[src/rtl/morph_seq_pkg.sv]
// Shared definitions for the morphological processor program sequencer:
// instruction layout, FSM state encoding and processor op codes.
package morph_seq_pkg;

  localparam int INSTR_W      = 17;
  localparam int LAST_BIT     = 16;
  localparam int LOGIC_OP_LSB = 13;
  localparam int SEL_BIT      = 12;
  localparam int MORPH_OP_LSB = 9;
  localparam int EL_W         = 9;

  // Packed view of one program word, MSB first, matching the bit offsets above.
  typedef struct packed {
    logic            last;
    logic [2:0]      logic_op;
    logic            morph_in_select;
    logic [2:0]      morph_op;
    logic [EL_W-1:0] el;
  } instr_t;

  typedef enum logic [1:0] {
    ST_IDLE  = 2'd0,
    ST_CLEAR = 2'd1,
    ST_RUN   = 2'd2,
    ST_DONE  = 2'd3
  } seq_state_e;

  // Morph operation codes understood by the morphologic unit.
  localparam logic [2:0] MOP_PASS   = 3'd0;
  localparam logic [2:0] MOP_ERODE  = 3'd1;
  localparam logic [2:0] MOP_DILATE = 3'd2;

  // Logic combine codes understood by the logic unit.
  localparam logic [2:0] LOP_COPY = 3'd0;
  localparam logic [2:0] LOP_AND  = 3'd1;
  localparam logic [2:0] LOP_OR   = 3'd2;

  // Reinterpret a raw program word as an instruction.
  function automatic instr_t to_instr(input logic [INSTR_W-1:0] word);
    return instr_t'(word);
  endfunction

endpackage

[src/rtl/morph_program_sequencer_if.sv]
// Host/config bus and processor control bundle of the program sequencer.
// Optional `step` signal is present only when MORPH_SEQ_STEP_EN is defined.
interface morph_program_sequencer_if #(
  parameter int AddrWidth = 3
) ();

  logic                                prog_we;
  logic [AddrWidth-1:0]                prog_addr;
  logic [morph_seq_pkg::INSTR_W-1:0]   prog_wdata;
  logic                                start;
  logic                                abort;
`ifdef MORPH_SEQ_STEP_EN
  logic                                step;
`endif
  logic                                busy;
  logic                                done;
  logic                                err;
  logic [AddrWidth-1:0]                step_idx;
  logic                                proc_rst;
  logic                                proc_ce;
  logic [8:0]                          el;
  logic [2:0]                          morph_op;
  logic                                morph_in_select;
  logic [2:0]                          logic_op;

  // Host side: writes the program and requests runs.
  modport master (
    output prog_we, prog_addr, prog_wdata, start, abort,
`ifdef MORPH_SEQ_STEP_EN
    output step,
`endif
    input  busy, done, err, step_idx, proc_rst, proc_ce,
    input  el, morph_op, morph_in_select, logic_op
  );

  // Sequencer side.
  modport slave (
    input  prog_we, prog_addr, prog_wdata, start, abort,
`ifdef MORPH_SEQ_STEP_EN
    input  step,
`endif
    output busy, done, err, step_idx, proc_rst, proc_ce,
    output el, morph_op, morph_in_select, logic_op
  );

endinterface

[src/rtl/morph_prog_mem.sv]
// Program store: ProgDepth x INSTR_W register file, synchronous write,
// asynchronous read. Contents are deliberately not reset.
module morph_prog_mem
  import morph_seq_pkg::*;
#(
  parameter int ProgDepth = 8,
  parameter int AddrWidth = 3
) (
  input  logic                 clk_i,
  input  logic                 we_i,
  input  logic [AddrWidth-1:0] waddr_i,
  input  logic [INSTR_W-1:0]   wdata_i,
  input  logic [AddrWidth-1:0] raddr_i,
  output logic [INSTR_W-1:0]   rdata_o
);

  logic [INSTR_W-1:0] mem_q [ProgDepth];

  // Store one instruction word on a qualified write strobe.
  always_ff @(posedge clk_i) begin
    if (we_i) begin
      mem_q[waddr_i] <= wdata_i;
    end
  end

  assign rdata_o = mem_q[raddr_i];

endmodule

[src/rtl/morph_program_sequencer.sv]
// Program sequencer for the morphological image processor: clears the
// processor, issues one clock-enable per instruction, then pulses done.
// Optional single-step gating of passes: MORPH_SEQ_STEP_EN.
module morph_program_sequencer
  import morph_seq_pkg::*;
#(
  parameter int ProgDepth      = 8,
  parameter int AddrWidth      = 3,
  parameter int OpCounterWidth = 2
) (
  input logic                clk,
  input logic                rst_n,
  morph_program_sequencer_if.slave bus
);

  localparam int                   PassLimit = 1 << OpCounterWidth;
  localparam logic [AddrWidth-1:0] LastIdx   = AddrWidth'(ProgDepth - 1);

  seq_state_e           state_q;
  instr_t               instr_q;
  logic [AddrWidth-1:0] step_idx_q;
  logic                 busy_q;
  logic                 done_q;
  logic                 err_q;
  logic                 proc_rst_q;
  logic                 proc_ce_q;

  logic [AddrWidth-1:0] next_idx_d;
  logic [AddrWidth-1:0] rd_addr_d;
  logic                 mem_we_d;
  logic                 final_pass_d;
  logic                 over_limit_d;
  logic                 step_en_d;
  logic [INSTR_W-1:0]   rd_data_s;

  // Read address, write qualification and end-of-program decisions.
  always_comb begin
    next_idx_d   = step_idx_q + AddrWidth'(1);
    rd_addr_d    = (state_q == ST_IDLE) ? '0 : next_idx_d;
    mem_we_d     = bus.prog_we && ((state_q == ST_IDLE) || (state_q == ST_DONE));
    final_pass_d = instr_q.last || (step_idx_q == LastIdx);
    // The next pass would be number step_idx+2; beyond PassLimit the
    // processor op counter would wrap back to the source image.
    over_limit_d = (32'(step_idx_q) + 32'd2) > 32'(PassLimit);
`ifdef MORPH_SEQ_STEP_EN
    step_en_d    = bus.step;
`else
    step_en_d    = 1'b1;
`endif
  end

  morph_prog_mem #(
    .ProgDepth (ProgDepth),
    .AddrWidth (AddrWidth)
  ) u_mem (
    .clk_i   (clk),
    .we_i    (mem_we_d),
    .waddr_i (bus.prog_addr),
    .wdata_i (bus.prog_wdata),
    .raddr_i (rd_addr_d),
    .rdata_o (rd_data_s)
  );

  // Sequencer FSM with all control outputs registered.
  always_ff @(posedge clk or negedge rst_n) begin
    if (!rst_n) begin
      state_q    <= ST_IDLE;
      instr_q    <= '0;
      step_idx_q <= '0;
      busy_q     <= 1'b0;
      done_q     <= 1'b0;
      err_q      <= 1'b0;
      proc_rst_q <= 1'b0;
      proc_ce_q  <= 1'b0;
    end else begin
      done_q     <= 1'b0;
      proc_rst_q <= 1'b0;
      // Program writes are refused while a run is in flight.
      if (bus.prog_we && ((state_q == ST_CLEAR) || (state_q == ST_RUN))) begin
        err_q <= 1'b1;
      end
      case (state_q)
        ST_IDLE: begin
          if (bus.start && !bus.abort) begin
            state_q    <= ST_CLEAR;
            instr_q    <= to_instr(rd_data_s);
            step_idx_q <= '0;
            err_q      <= 1'b0;
            proc_rst_q <= 1'b1;
            busy_q     <= 1'b1;
          end
        end
        ST_CLEAR: begin
          if (bus.abort) begin
            state_q <= ST_IDLE;
            busy_q  <= 1'b0;
          end else begin
            state_q   <= ST_RUN;
            proc_ce_q <= step_en_d;
          end
        end
        ST_RUN: begin
          if (bus.abort) begin
            state_q   <= ST_IDLE;
            busy_q    <= 1'b0;
            proc_ce_q <= 1'b0;
          end else if (!proc_ce_q) begin
            // No pass issued this cycle: hold fields and index.
            proc_ce_q <= step_en_d;
          end else if (final_pass_d) begin
            state_q   <= ST_DONE;
            done_q    <= 1'b1;
            busy_q    <= 1'b0;
            proc_ce_q <= 1'b0;
          end else if (over_limit_d) begin
            state_q   <= ST_IDLE;
            err_q     <= 1'b1;
            busy_q    <= 1'b0;
            proc_ce_q <= 1'b0;
          end else begin
            step_idx_q <= next_idx_d;
            instr_q    <= to_instr(rd_data_s);
            proc_ce_q  <= step_en_d;
          end
        end
        ST_DONE: begin
          state_q <= ST_IDLE;
        end
        default: begin
          state_q   <= ST_IDLE;
          busy_q    <= 1'b0;
          proc_ce_q <= 1'b0;
        end
      endcase
    end
  end

  assign bus.busy            = busy_q;
  assign bus.done            = done_q;
  assign bus.err             = err_q;
  assign bus.step_idx        = step_idx_q;
  assign bus.proc_rst        = proc_rst_q;
  assign bus.proc_ce         = proc_ce_q;
  assign bus.el              = instr_q.el;
  assign bus.morph_op        = instr_q.morph_op;
  assign bus.morph_in_select = instr_q.morph_in_select;
  assign bus.logic_op        = instr_q.logic_op;

endmodule

[src/flat_wrapper.sv]
// flat-port wrapper written by rule: the top's interface ports become plain ports
module morph_program_sequencer_flat import morph_seq_pkg::*;
#(
  parameter int ProgDepth      = 8,
  parameter int AddrWidth      = 3,
  parameter int OpCounterWidth = 2
)
  (clk, rst_n, bus_prog_we, bus_prog_addr, bus_prog_wdata, bus_start, bus_abort, bus_busy, bus_done, bus_err, bus_step_idx, bus_proc_rst, bus_proc_ce, bus_el, bus_morph_op, bus_morph_in_select, bus_logic_op);
  morph_program_sequencer_if #(.AddrWidth(AddrWidth)) bus_i ();
  input logic clk;
  input logic rst_n;
  input wire logic [$bits(bus_i.prog_we)-1:0] bus_prog_we;
  input wire logic [$bits(bus_i.prog_addr)-1:0] bus_prog_addr;
  input wire logic [$bits(bus_i.prog_wdata)-1:0] bus_prog_wdata;
  input wire logic [$bits(bus_i.start)-1:0] bus_start;
  input wire logic [$bits(bus_i.abort)-1:0] bus_abort;
  output wire logic [$bits(bus_i.busy)-1:0] bus_busy;
  output wire logic [$bits(bus_i.done)-1:0] bus_done;
  output wire logic [$bits(bus_i.err)-1:0] bus_err;
  output wire logic [$bits(bus_i.step_idx)-1:0] bus_step_idx;
  output wire logic [$bits(bus_i.proc_rst)-1:0] bus_proc_rst;
  output wire logic [$bits(bus_i.proc_ce)-1:0] bus_proc_ce;
  output wire logic [$bits(bus_i.el)-1:0] bus_el;
  output wire logic [$bits(bus_i.morph_op)-1:0] bus_morph_op;
  output wire logic [$bits(bus_i.morph_in_select)-1:0] bus_morph_in_select;
  output wire logic [$bits(bus_i.logic_op)-1:0] bus_logic_op;
  assign bus_i.prog_we = bus_prog_we;
  assign bus_i.prog_addr = bus_prog_addr;
  assign bus_i.prog_wdata = bus_prog_wdata;
  assign bus_i.start = bus_start;
  assign bus_i.abort = bus_abort;
  assign bus_busy = bus_i.busy;
  assign bus_done = bus_i.done;
  assign bus_err = bus_i.err;
  assign bus_step_idx = bus_i.step_idx;
  assign bus_proc_rst = bus_i.proc_rst;
  assign bus_proc_ce = bus_i.proc_ce;
  assign bus_el = bus_i.el;
  assign bus_morph_op = bus_i.morph_op;
  assign bus_morph_in_select = bus_i.morph_in_select;
  assign bus_logic_op = bus_i.logic_op;
  morph_program_sequencer #(.ProgDepth(ProgDepth), .AddrWidth(AddrWidth), .OpCounterWidth(OpCounterWidth)) u_core (.clk(clk), .rst_n(rst_n), .bus(bus_i));
endmodule
[config.mk]
export PLATFORM = sky130hd
export DESIGN_NAME = morph_program_sequencer_flat
export DESIGN_NICKNAME = d
export VERILOG_FILES = /design/src/rtl/morph_seq_pkg.sv /design/src/rtl/morph_program_sequencer_if.sv /design/src/rtl/morph_prog_mem.sv /design/src/rtl/morph_program_sequencer.sv /design/src/flat_wrapper.sv
export SDC_FILE = /design/constraint.sdc
export NUM_CORES = 1
export LEC_CHECK = 0
export BUFFER_PORTS_ARGS = -buffer_cell sky130_fd_sc_hd__buf_4
export CELL_PAD_IN_SITES_DETAIL_PLACEMENT = 1
export CELL_PAD_IN_SITES_GLOBAL_PLACEMENT = 2
export CORE_UTILIZATION = 41
export DETAILED_ROUTE_END_ITERATION = 6
export GPL_TIMING_DRIVEN = 0
export PLACE_DENSITY_LB_ADDON = 0.1
export SETUP_SLACK_MARGIN = 0.4
export SLEW_MARGIN = 20
export SYNTH_ARGS = -nofsm -noshare
export SYNTH_HDL_FRONTEND = slang
export SYNTH_SLANG_ARGS = --single-unit
[constraint.sdc]
create_clock -name clk -period 2.6 [get_ports clk]
set_input_delay 0.26 -clock clk [delete_from_list [all_inputs] [get_ports clk]]
set_output_delay 0.26 -clock clk [all_outputs]
set_load 0.005 [all_outputs]
==> Word level (Yosys, flattened, before mapping) <==
Memory sizes are Yosys's and may differ from the RTL's.
Index checks and enable logic that the tools add are counted.
{ "totals": {"ff_bits": 27, "mem_bits_rw": 136, "out_inout_bits": 24, "mem_count": 1} }
{ "memory_table": {"columns": ["name", "words", "word_bits", "read_ports", "rd_clocked_by_memory_dff", "write_ports", "line", "rtl"], "rows": [
  ["u_core.u_mem.mem_q", 8, 17, 1, 0, 1, "morph_prog_mem.sv:17", "logic [INSTR_W-1:0] mem_q [ProgDepth];"]
]} }
{ "op_classes": {"addsub": 2, "n_lt_le_gt_ge": 1, "n_eq_ne": 13, "n_mux": 48, "n_reduce_logical": 15} }
{ "ops": {"columns": ["op", "n"], "rows": [
  ["$mux 17", 5],
  ["$pmux 17 s2", 1],
  ["$gt 32x3->1 const B", 1],
  ["$mux 1", 25],
  ["$mux 3", 6],
  ["$mux 2", 6],
  ["$ne 2x2->1 const B", 6],
  ["$pmux 2 s4", 1],
  ["$pmux 3 s2", 1],
  ["$reduce_and 6->1", 1],
  ["$reduce_and 5->1", 1],
  ["$add 3x2->4 const B", 1],
  ["$eq 2x2->1 const B", 2],
  ["$ne 4x2->1 const B", 1],
  ["$pmux 1 s2", 2],
  ["$reduce_bool 2->1", 2],
  ["$add 3x1->3 const B", 1],
  ["$eq 3x3->1 const B", 1],
  ["$logic_and 1x1->1", 3],
  ["$logic_or 1x1->1", 3],
  ["$ne 3x2->1 const B", 1],
  ["$pmux 1 s3", 1],
  ["$reduce_and 3->1", 1],
  ["$reduce_bool 3->1", 1],
  ["other kinds (5)", 5]
]} }

==> Logic depth before layout (Yosys ltp) <==
{ "logic_depth": {"ltp_word": 9, "ltp_mapped": 9} }

==> By module <==
Synthesis repeated with hierarchy kept, for this count alone.
{ "unflattened": {"hier_cells": 333, "hier_area_um2": 6723.9} }
{ "modules_own_cells": {"columns": ["mod", "instances", "cells_each", "area_per_inst_um2"], "rows": [
  ["morph_prog_mem", 1, 210, 5260.0],
  ["morph_program_sequencer", 1, 123, 1463.9]
]} }

==> Worst setup path after synthesis <==
OpenSTA, ideal clock, no wires.
{ "synth_path": {"path_type": "register -> register", "startpoint": "register u_core.state_q[0]", "endpoint": "memory u_core.u_mem.mem_q[0][0] (enable)", "t_arrival_ps": 2450, "t_required_ps": 2187, "path_slack_ps": -263, "path_stages_with_launch": 5, "cell_sequence": "dfrtp_1 > inv_1 > ha_1 > or3b_2 > nor3_1"} }
{ "synth_between": {"elab_chain_len": 5, "elab_cells_between_ends": 6, "classes_between": "1 x eq/ne; 2 x mux; 3 x reduce/logical"} }
{ "synth_lines": {"columns": ["item", "line", "rtl"], "rows": [
  ["from (decl)", "morph_program_sequencer.sv:19", "seq_state_e state_q;"],
  ["from (signal assigned)", "morph_program_sequencer.sv:67", "state_q <= ST_IDLE;"],
  ["from (signal assigned)", "morph_program_sequencer.sv:85", "state_q <= ST_CLEAR;"],
  ["from (signal assigned)", "morph_program_sequencer.sv:95", "state_q <= ST_IDLE;"],
  ["$eq 2x2->1 / $logic_not 2->1 (equally long branches)", "morph_program_sequencer.sv:40", "mem_we_d = bus.prog_we && ((state_q == ST_IDLE) || (state_q == ST_DONE));"],
  ["$logic_or 1x1->1 (*)", "morph_program_sequencer.sv:40", null],
  ["$logic_and 1x1->1 (*)", "morph_program_sequencer.sv:40", null],
  ["$mux 1 (*)", "morph_prog_mem.sv:21", "if (we_i) begin"],
  ["$mux 1 (not written as such) (*)", "morph_prog_mem.sv:22", "mem_q[waddr_i] <= wdata_i;"],
  ["to (decl)", "morph_prog_mem.sv:17", null]
]} }
Every way passes the cells marked *; elsewhere a longest branch is shown, timed or not.

==> Final worst setup path <==
{ "layout_path": {"startpoint": "register u_core.step_idx_q[0], in the netlist u_core.bus.step_idx[0]", "endpoint": "register u_core.instr_q (netlist bit u_core.bus.el[4])"} }
{ "layout_between": {"elab_chain_len": 8, "elab_cells_between_ends": 16, "classes_between": "2 x add/sub; 1 x order compare; 3 x eq/ne; 7 x mux; 2 x reduce/logical; 1 x memory"} }
{ "layout_lines": {"columns": ["item", "line", "rtl"], "rows": [
  ["from (decl)", "morph_program_sequencer.sv:21", "logic [AddrWidth-1:0] step_idx_q;"],
  ["from (signal assigned)", "morph_program_sequencer.sv:121", "step_idx_q <= next_idx_d;"],
  ["parallel branches: the longest is 8 deep, another holds $gt 32x3->1", null, null],
  ["to (signal assigned)", "morph_program_sequencer.sv:86", "instr_q <= to_instr(rd_data_s);"],
  ["to (signal assigned)", "morph_program_sequencer.sv:122", "instr_q <= to_instr(rd_data_s);"],
  ["to (decl)", "morph_program_sequencer.sv:20", "instr_t instr_q;"]
]} }
Several ways; the timed one is not identified. The select of a mux whose other input is x is not followed.
A chain may end at the register's enable or synchronous reset.

==> run metrics <==
final net count 494; largest net degree at the start of global routing 28; initial antenna violation count 0; Worst Tran Pin Value 0.460 ns; CP Max Fanout 7; clock skew 0.0157 ns; compound-gate portion of the synthesized area 0.0389; vias 3590; full die area 16800 sq um; Mapped Area 6690 sq um; Critical Path Start u_core.bus.step_idx[0]; Max Fclk 440 MHz; Seq/Total Area, Yosys 0.711; clk_lat worst skew 0.43 ns; CTS sink cnt 163; Syn Area/Cell 18.2 sq um; Final Routed Wirelength 15.5 mm; Yosys Warn Count 0; worst reg2reg setup slack 0.33 ns; die height 130 um; mux contribution to synthesized area 0.140; Total Routing Usage GR 0.202; Starting Density 0.421; first-pass GRT wire length 23.4 mm; Critical Path Start Type flop; Critical R2R Launch u_core.bus.step_idx[0]; drt wl/cell 22.5 um; ANT cells 0; Synth Register Bits 163; drt first pass iters 6; Worst EP required 2.91 ns; Final min period 2.27 ns; Vias per Instance 5.20; reg2reg end u_core.bus.el[4]; row count 46; area share of xor/xnor cells in the synthesized design 0; main combinational cell family by area after synthesis multiplexers; Worst IR Drop VDD 0.571 mV; vias in the first global route 3824; Post-synth top flop edfxtp_1; Post-DP HPWL 8.94 mm; crit path to u_core.bus.el[4]; Final Setup Violations 0; EDFF count, synth 136; CTS H-tree depth 4; library cells used by synthesis 43; HP Class primary input to flop; GRT overflow 0; setup ws final 0.329 ns; area grow syn2layout 30.1%; Adder-Cell Fraction of Synth Area 0.0131; clock tree from TritonCTS done; syn nets 399; Routed Antenna Nets 0; worst reg-to-reg path cell count 10; outcome finished, final reports clean; Die Width 130 um; cts bufs inserted 17; Worst Path Arrival 2.58 ns; CTS Buffer Depth 2; pwr dens 960 nW/um^2; Synth Instances 367; WS Path Type flop to flop; critical path endpoint category flop; MaxCap Viol Count 0; # DRC 0; RSZ-0062 raised after global routing true; core outline area 15900 sq um; Max Slew Vio Count 0; DP Worst Slack -0.115 ns; root buffer cell clkbuf_16; simple-gate portion of the synthesized area 0.0501; hold slack 0.0630 ns; Static Leakage 0.00305 uW; slew margin rel. 0.693; layout cell share with drive strength beyond 1 0.459; Post-synth ARST share 0.166; DR iter-0 viols 153; Hold Fails Final Rpt 0; period utilisation layout 0.873; Final GP Congestion 0.720; io pins 49; I/O Buffers 48; Reg clk slew, reported paths 0.07 ns; layout filler cell count 1460
## layer usage
metal  GRT usage  vias up  share of wire
li1            -     1630              -
met1       0.260     1872           0.43
met2       0.343       76           0.53
met3      0.0369       12          0.033
met4      0.0718        0          0.012
met5           0        -              0
## registers in the layout, summed over array words and instances (netlist names)
signal and count:
u_core.bus.morph_in_select 1, u_core.bus.err 1, u_core.bus.done 1, u_core.bus.proc_ce 1, u_core.instr_q 1, u_core.bus.morph_op 3
u_core.bus.el 9, u_core.bus.step_idx 3, u_core.bus.busy 1, u_core.bus.proc_rst 1, u_core.u_mem.mem_q 136, u_core.bus.logic_op 3
u_core.state_q 2
## report_power, final
group	switching [uW]	leakage (uW)	total [uW]	internal (uW)
logic	1180	0.00122	2570	1390
registers	162	0.00155	3300	3140
clock network	1130	0.000285	2490	1360
## critical path, cell delays in order (launching register included)
cell	delay, ns
dfrtp_2	0.46
ha_4	0.18
ha_4	0.26
buf_8	0.10
nor2b_4	0.15
buf_12	0.17
buf_6	0.12
buf_16	0.13
mux2i_2	0.22
a221oi_2	0.08
mux2_4	0.27
## layout by cell type, fill, tap and decap left out, types with 2 or more instances in the layout
cell type and count:
edfxtp_1 136, buf_4 75, dfrtp_1 25, nor2_1 20
mux2i_1 20, mux4_2 17, clkbuf_16 17, buf_12 14
mux2_4 14, a221oi_2 11, buf_6 9, mux2i_2 9
inv_6 8, nor2b_1 6, nor2_4 6, a221oi_1 6
mux2i_4 6, inv_1 4, nand2b_1 4, buf_8 4
mux2_1 4, ha_1 4, nand2_1 3, ha_4 3
clkinv_4 3, buf_16 3, nor2b_2 2, nand3b_1 2
a21oi_1 2, and3_1 2, o32ai_1 2, clkinvlp_4 2
nor3_4 2, dfrtp_2 2
## stage by stage
step	setup TNS [ns]	util	std cells	total power [uW]	instance area, sq um
global placement	-60.70	0.462	631	5390	7330
floorplan	0	-	367	4640	6700
finish	0	0.548	691	8360	8710
detailed placement	-0.634	0.467	633	5470	7420
CTS	0	0.535	687	8190	8500
global route	0	0.548	691	8750	8710
## cell usage after synthesis (4+ instances only)
library cell,count,area (sq um)
buf_6,8,90.1
nor2_1,27,101
inv_1,5,18.8
mux2_1,17,191
buf_4,16,120
mux4_2,17,383
nor2b_1,8,50.1
buf_2,4,20.0
nand2b_1,4,25.0
edfxtp_1,136,4080
mux2i_1,35,350
dfrtp_1,27,676
ha_1,7,87.6
a221oi_1,17,149
## worst min-delay path by stage
stage / start / endpoint / slack (ns) / depth (start not counted)
6_report: bus_prog_wdata[11] / u_core.u_mem.mem_q[1][11] / 0.06 / 1
5_1_grt: bus_prog_wdata[12] / u_core.u_mem.mem_q[3][12] / 0.06 / 1
4_1_cts: bus_prog_wdata[4] / u_core.u_mem.mem_q[0][4] / 0.05 / 1
3_5_place_dp: rst_n / u_core.bus.el[5] / 0.25 / 1
3_3_place_gp: rst_n / u_core.bus.el[5] / 0.24 / 1
2_1_floorplan: rst_n / u_core.bus.busy / -0.04 / 0
## final cells by class
type | count | area, sq um | area share
inverter | 5 | 22.5 | 0.00259
timing repair buffer | 76 | 772 | 0.0886
sequential | 163 | 4760 | 0.547
buffer | 31 | 330 | 0.0379
clock buffer | 17 | 425 | 0.0489
tap | 216 | 270 | 0.0310
multi-input combinational | 168 | 1960 | 0.226
clock inverter | 15 | 161 | 0.0185
## timing repair
action / CTS / global route
buffers inserted: 18 / 4
gates cloned: 3 / 0
resized for setup: 38 / 35
hold buffers: 1 / 0
pin swaps: 15 / 11
endpoints found under the hold margin: 27 / 0
setup endpoints to repair: 155 / 29
## kinds of logic (layout without fill, tap and decap cells)
logic type,count (synthesis),after routing
fa+ha+maj,7,7
simple gates,59,59
buf+inv,36,144
compound gates,32,32
flops,163,163
mux,70,70
Note: power is estimated with default switching activity, not from simulation.
